<file path="src/rtl/cpu4_pkg.sv">
// Shared definitions for the CPU4 data-RAM arbiter.
//   CPU4_AW     : default RAM word-address width
//   CPU4_DW     : default data word width (matches rx / P width)
//   arb_state_t : arbiter FSM state encoding
package cpu4_pkg;

    localparam int CPU4_AW = 8;
    localparam int CPU4_DW = 16;

    typedef enum logic {
        ST_IDLE  = 1'b0,
        ST_ISSUE = 1'b1
    } arb_state_t;

endpackage

</file>
<file path="src/rtl/rr_pick2.sv">
// Combinational two-way request picker.
//   req0, req1  : pending requests
//   last_winner : port granted by the previous decision
//   rr_en       : 1 = alternate on contention, 0 = port 0 always wins
//   sel         : chosen port (meaningful only when req0 | req1)
module rr_pick2 (
    input  logic req0,
    input  logic req1,
    input  logic last_winner,
    input  logic rr_en,
    output logic sel
);

    always_comb begin
        sel = 1'b0;
        if (req0 && req1) begin
            // On contention the port that did not win last time goes next.
            sel = rr_en ? ~last_winner : 1'b0;
        end else if (req1) begin
            sel = 1'b1;
        end
    end

endmodule

</file>
<file path="src/rtl/cpu4_mem_arbiter.sv">
// Shares one single-port synchronous data RAM between the CPU4 load/store
// unit (port 0) and the rx capture path (port 1). One access is issued every
// two clocks at most: IDLE picks a winner and latches its request, ISSUE
// drives the RAM for exactly one cycle.
//   clk, rst             : clock, asynchronous active-low reset
//   req*/we*/addr*/wdata*: per-port request, held until the matching gnt
//   gnt0/gnt1            : one-cycle pulse in the cycle the RAM is driven
//   rvalid0/rvalid1      : one-cycle pulse, rdata carries that port's read
//   rdata                : shared read-data bus, holds its last value
//   mem_*                : RAM interface, all zero outside the issue cycle
module cpu4_mem_arbiter
    import cpu4_pkg::*;
#(
    parameter int AW    = CPU4_AW,
    parameter int DW    = CPU4_DW,
    parameter bit RR_EN = 1'b1
) (
    input  logic          clk,
    input  logic          rst,
    input  logic          req0,
    input  logic          req1,
    input  logic          we0,
    input  logic          we1,
    input  logic [AW-1:0] addr0,
    input  logic [AW-1:0] addr1,
    input  logic [DW-1:0] wdata0,
    input  logic [DW-1:0] wdata1,
    output logic          gnt0,
    output logic          gnt1,
    output logic          rvalid0,
    output logic          rvalid1,
    output logic [DW-1:0] rdata,
    output logic          mem_en,
    output logic          mem_we,
    output logic [AW-1:0] mem_addr,
    output logic [DW-1:0] mem_wdata,
    input  logic [DW-1:0] mem_rdata
);

    arb_state_t    state_reg, state_next;
    logic          last_winner_reg, last_winner_next;
    logic          gnt0_reg, gnt0_next;
    logic          gnt1_reg, gnt1_next;
    logic          rvalid0_reg, rvalid0_next;
    logic          rvalid1_reg, rvalid1_next;
    logic          mem_en_reg, mem_en_next;
    logic          mem_we_reg, mem_we_next;
    logic [AW-1:0] mem_addr_reg, mem_addr_next;
    logic [DW-1:0] mem_wdata_reg, mem_wdata_next;
    logic [DW-1:0] rdata_hold_reg, rdata_hold_next;
    logic          sel;
    logic          rd_ret;

    rr_pick2 u_pick (
        .req0        (req0),
        .req1        (req1),
        .last_winner (last_winner_reg),
        .rr_en       (RR_EN),
        .sel         (sel)
    );

    // A read result is on mem_rdata in the cycle after ISSUE; rdata passes it
    // straight through then and otherwise shows the captured copy.
    assign rd_ret = rvalid0_reg | rvalid1_reg;

    always_comb begin
        state_next       = state_reg;
        last_winner_next = last_winner_reg;
        gnt0_next        = 1'b0;
        gnt1_next        = 1'b0;
        rvalid0_next     = 1'b0;
        rvalid1_next     = 1'b0;
        mem_en_next      = 1'b0;
        mem_we_next      = 1'b0;
        mem_addr_next    = '0;
        mem_wdata_next   = '0;
        rdata_hold_next  = rd_ret ? mem_rdata : rdata_hold_reg;

        unique case (state_reg)
            ST_IDLE: begin
                if (req0 || req1) begin
                    // The mem_* registers double as the latched request, so
                    // a requester dropping req during ISSUE has no effect.
                    state_next       = ST_ISSUE;
                    last_winner_next = sel;
                    gnt0_next        = ~sel;
                    gnt1_next        = sel;
                    mem_en_next      = 1'b1;
                    mem_we_next      = sel ? we1 : we0;
                    mem_addr_next    = sel ? addr1 : addr0;
                    mem_wdata_next   = sel ? wdata1 : wdata0;
                end
            end
            ST_ISSUE: begin
                state_next   = ST_IDLE;
                rvalid0_next = ~mem_we_reg & gnt0_reg;
                rvalid1_next = ~mem_we_reg & gnt1_reg;
            end
            default: state_next = ST_IDLE;
        endcase
    end

    always_ff @(posedge clk or negedge rst) begin
        if (!rst) begin
            state_reg       <= ST_IDLE;
            last_winner_reg <= 1'b1;
            gnt0_reg        <= 1'b0;
            gnt1_reg        <= 1'b0;
            rvalid0_reg     <= 1'b0;
            rvalid1_reg     <= 1'b0;
            mem_en_reg      <= 1'b0;
            mem_we_reg      <= 1'b0;
            mem_addr_reg    <= '0;
            mem_wdata_reg   <= '0;
            rdata_hold_reg  <= '0;
        end else begin
            state_reg       <= state_next;
            last_winner_reg <= last_winner_next;
            gnt0_reg        <= gnt0_next;
            gnt1_reg        <= gnt1_next;
            rvalid0_reg     <= rvalid0_next;
            rvalid1_reg     <= rvalid1_next;
            mem_en_reg      <= mem_en_next;
            mem_we_reg      <= mem_we_next;
            mem_addr_reg    <= mem_addr_next;
            mem_wdata_reg   <= mem_wdata_next;
            rdata_hold_reg  <= rdata_hold_next;
        end
    end

    assign gnt0      = gnt0_reg;
    assign gnt1      = gnt1_reg;
    assign rvalid0   = rvalid0_reg;
    assign rvalid1   = rvalid1_reg;
    assign mem_en    = mem_en_reg;
    assign mem_we    = mem_we_reg;
    assign mem_addr  = mem_addr_reg;
    assign mem_wdata = mem_wdata_reg;
    assign rdata     = rd_ret ? mem_rdata : rdata_hold_reg;

endmodule

</file>
<file path="config.mk">
export PLATFORM = sky130hd
export DESIGN_NAME = cpu4_mem_arbiter
export DESIGN_NICKNAME = d
export VERILOG_FILES = /design/src/rtl/cpu4_pkg.sv /design/src/rtl/rr_pick2.sv /design/src/rtl/cpu4_mem_arbiter.sv
export SDC_FILE = /design/constraint.sdc
export NUM_CORES = 1
export LEC_CHECK = 0
export CAP_MARGIN = 20
export CORE_ASPECT_RATIO = 2
export CORE_UTILIZATION = 60
export CTS_BUF_LIST = sky130_fd_sc_hd__clkbuf_8
export CTS_CLUSTER_DIAMETER = 50
export DETAILED_ROUTE_END_ITERATION = 10
export DONT_BUFFER_PORTS = 1
export MAX_ROUTING_LAYER = met4
export PLACE_DENSITY = 0.76
export SLEW_MARGIN = 20
export SYNTH_ARGS = -nofsm -noshare
export SYNTH_HDL_FRONTEND = slang
export SYNTH_HIERARCHICAL = 1
export SYNTH_SLANG_ARGS = --single-unit
</file>
<file path="constraint.sdc">
create_clock -name clk -period 2 [get_ports clk]
set_input_delay 0.4 -clock clk [delete_from_list [all_inputs] [get_ports clk]]
set_output_delay 0.4 -clock clk [all_outputs]
set_load 0.01 [all_outputs]
</file>
==> summary.md <==
| Metric | Value |
|---|---|
| Max-Cap Viols | 0 |
| Clock transition at path regs | 0.08 ns |
| Mapped Area | 1910 um2 |
| CTS buffer count | 5 |
| Syn_nets | 202 |
| DR iter-0 viols | 16 |
| Die area | 3420 um2 |
| Post-CTS Resized | 0 |
| Tcrit/Tclk final | 96.8% |
| DR vias | 1,024 |
| Setup ws final | 0.0642 ns |
| Layout cells sized above 1 | 23.9% |
| Final Util | 69.2% |
| Unrepaired setup endpoints after global routing | false |
| RD Place Congestion | 0.711 |
| Total gr overflow | 0 |
| Sw frac | 27.2% |
| Library cells used by synthesis | 15 |
| Clock Sinks | 47 |
| CTS tree | built |
| Nets | 207 |
| R2r worst-path depth | 5 |
| I/O pin total | 116 |
| Worst IR drop on VDD | 693 uV |
| Ant diodes | 0 |
| Yosys warns | 6 |
| Register area share after synthesis | 61.7% |
| Internal Power | 1.80 mW |
| # H-tree levels | 2 |
| Pre-CTS setup slack | 0.343 ns |
| Drt pass-1 iters | 4 |
| IO Port Bufs | 0 |
| Worst-path maximum fanout | 16 |
| Max clock buf depth | 2 |
| Vias per inst | 6.10 |
| Die H | 81.7 um |
| Initial core utilization | 64.0% |
| Max-Slew Margin vs Limit | 64.7% |
| Minimum clock period | 1.94 ns |
| WP data arrival | 1.54 ns |
| Largest net degree at the start of global routing | 48 |
| Seq pwr share | 50.8% |
| Cell chain of the critical path | nor2_4 -> buf_4 -> mux2_2 |
| CP Launch Type | flip-flop |
| Detail Route Antenna Nets | 0 |
| Post-Syn Area per Cell | 14.4 um2 |
| Area delta synth->final | 8.14% |
| Reg-to-Reg End | mem_wdata[4] |
| Hold wc startpoint | wdata0[13] |
| Max Fclk | 517 MHz |
| Die X | 41.9 um |
| Post-Syn Instances | 132 |
| Max-slew violation count | 0 |
| Internal reg-to-reg setup slack | 0.37 ns |
| Max incr delay on CP | 0.45 ns |
| LEAKAGE | 1.02 nW |
| Hold EP | mem_wdata[13] |
| Post-Route WL | 3430 um |
| Slowest cell on crit path | dfrtp_1 |
| Tightest Pin Transition | 0.530 ns |
| Final TNS setup | 0 ns |
| Clock Root Buffer | clkbuf_8 |
| Worst Hold Class | input pin to flip-flop |
| Kind of critical path | flip-flop to primary output |
| PwrDens | 1200 nW/um2 |
| Comb power frac | 20.9% |
| Global-route wire length before repair | 4990 um |
| Final Hold Vio Count | 0 |
| Crit path required time | 1.60 ns |
| Reg2reg start | last_winner_reg |
| Synth Register Bits | 47 |
| Hold depth | 2 |
| Vias in the first global route | 1,057 |
| DRC violations left | 0 |
| Initial antenna violation count | 0 |
| Clock share of power | 28.3% |
| Routed len/inst | 20.4 um |
| Worst skew pair latency | 0.29 ns |
| Endpoints failing setup | 0 |
| GRT Total Usage | 20.7% |
| Outcome | completed |
| HPWL after detailed placement | 2500 um |
| Total setup buffers inserted after CTS | 0 |
| Crit. End Element | primary output |
| CORE AREA | 2980 um2 |
| Skew final | 0.00313 ns |
| Cell Rows | 28 |
| Switching power | 0.670 mW |
per-stage QoR:
stage          cells  cell area (um2)  power, mW  hold slack, ns
3_3_place_gp     158             1910       1.74           0.105
6_report         168             2060       2.47           0.261
5_1_grt          168             2060       2.57           0.263
4_1_cts          168             2060       2.49           0.256
3_5_place_dp     158             1910       1.77           0.105
2_1_floorplan    132             1910       1.69           0.104
worst max-delay path, delay by kind of cell, from the launching register on:
family	cells	cell delay (ns)
flops	1	0.45
buf+inv	1	0.26
mux	1	0.41
simple gates	1	0.12
layout by cell type, fill, tap and decap left out, types with 2 or more instances in the layout:
cell type and instances:
mux2_2 7, mux2i_1 25, clkbuf_8 6, dfrtp_1 46, buf_4 2, inv_1 2, and3b_1 2, mux2_4 10
nor2_1 27
layout make-up:
cell class	count	area [um2]
multi-input cells	76	649
fillers	211	916
clock buffers	6	82.6
clock inverters	2	35.0
flip-flops and latches	47	1180
inverters	2	7.51
well taps	30	37.5
repair buffers	5	72.6
logic make-up after synthesis:
group | count (synthesis) | share of synthesized area (%)
flip-flops | 47 | 61.7
multiplexers | 42 | 25.1
AND/OR/NAND/NOR | 31 | 7.15
buffers and inverters | 9 | 4.99
AO/OA/AOI/OAI | 2 | 0.788
other | 1 | 0.197
what timing repair did:
action | in CTS | in global routing
endpoints found under the setup margin | 0 | 0
hold buffers | 2 | 0
hold endpoints to repair | 47 | 0
routing by layer:
metal  GRT usage (%)  vias to the layer above  share of wire [%]
met2            33.9                       77                 57
li1                -                      447                  -
met5               -                        -                  0
met4            10.6                        0                1.1
met3            4.84                        4                8.5
met1            23.5                      496                 33
synth_stat cells (all sizes together):
cell / count / share of area [%]
a21boi: 1 / 0.39
and3b: 2 / 0.92
buf: 7 / 4.6
conb: 1 / 0.20
dfrtp: 46 / 60
dfstp: 1 / 1.4
inv: 2 / 0.39
mux2: 17 / 12
mux2i: 25 / 13
nand2b: 1 / 0.33
nor2: 28 / 5.9
o21bai: 1 / 0.39
how the worst max path moves through the flow:
stage / end / startpoint
floorplan: rdata[10] / rvalid1
global placement: rdata[3] / rvalid1
detailed placement: mem_wdata[4] / last_winner_reg
CTS: rdata[2] / rvalid1
global route: rdata[2] / rvalid1
finish: rdata[2] / rvalid1
power by group through the flow:
stage               combinational [mW]  clock, mW  sequential (mW)
detailed placement               0.497          0             1.27
global placement                 0.477          0             1.26
finish                           0.516      0.699             1.25
global route                     0.555      0.744             1.27
floorplan                        0.451          0             1.24
CTS                              0.524      0.717             1.25
No activity file was read; power rests on OpenSTA's default activity.
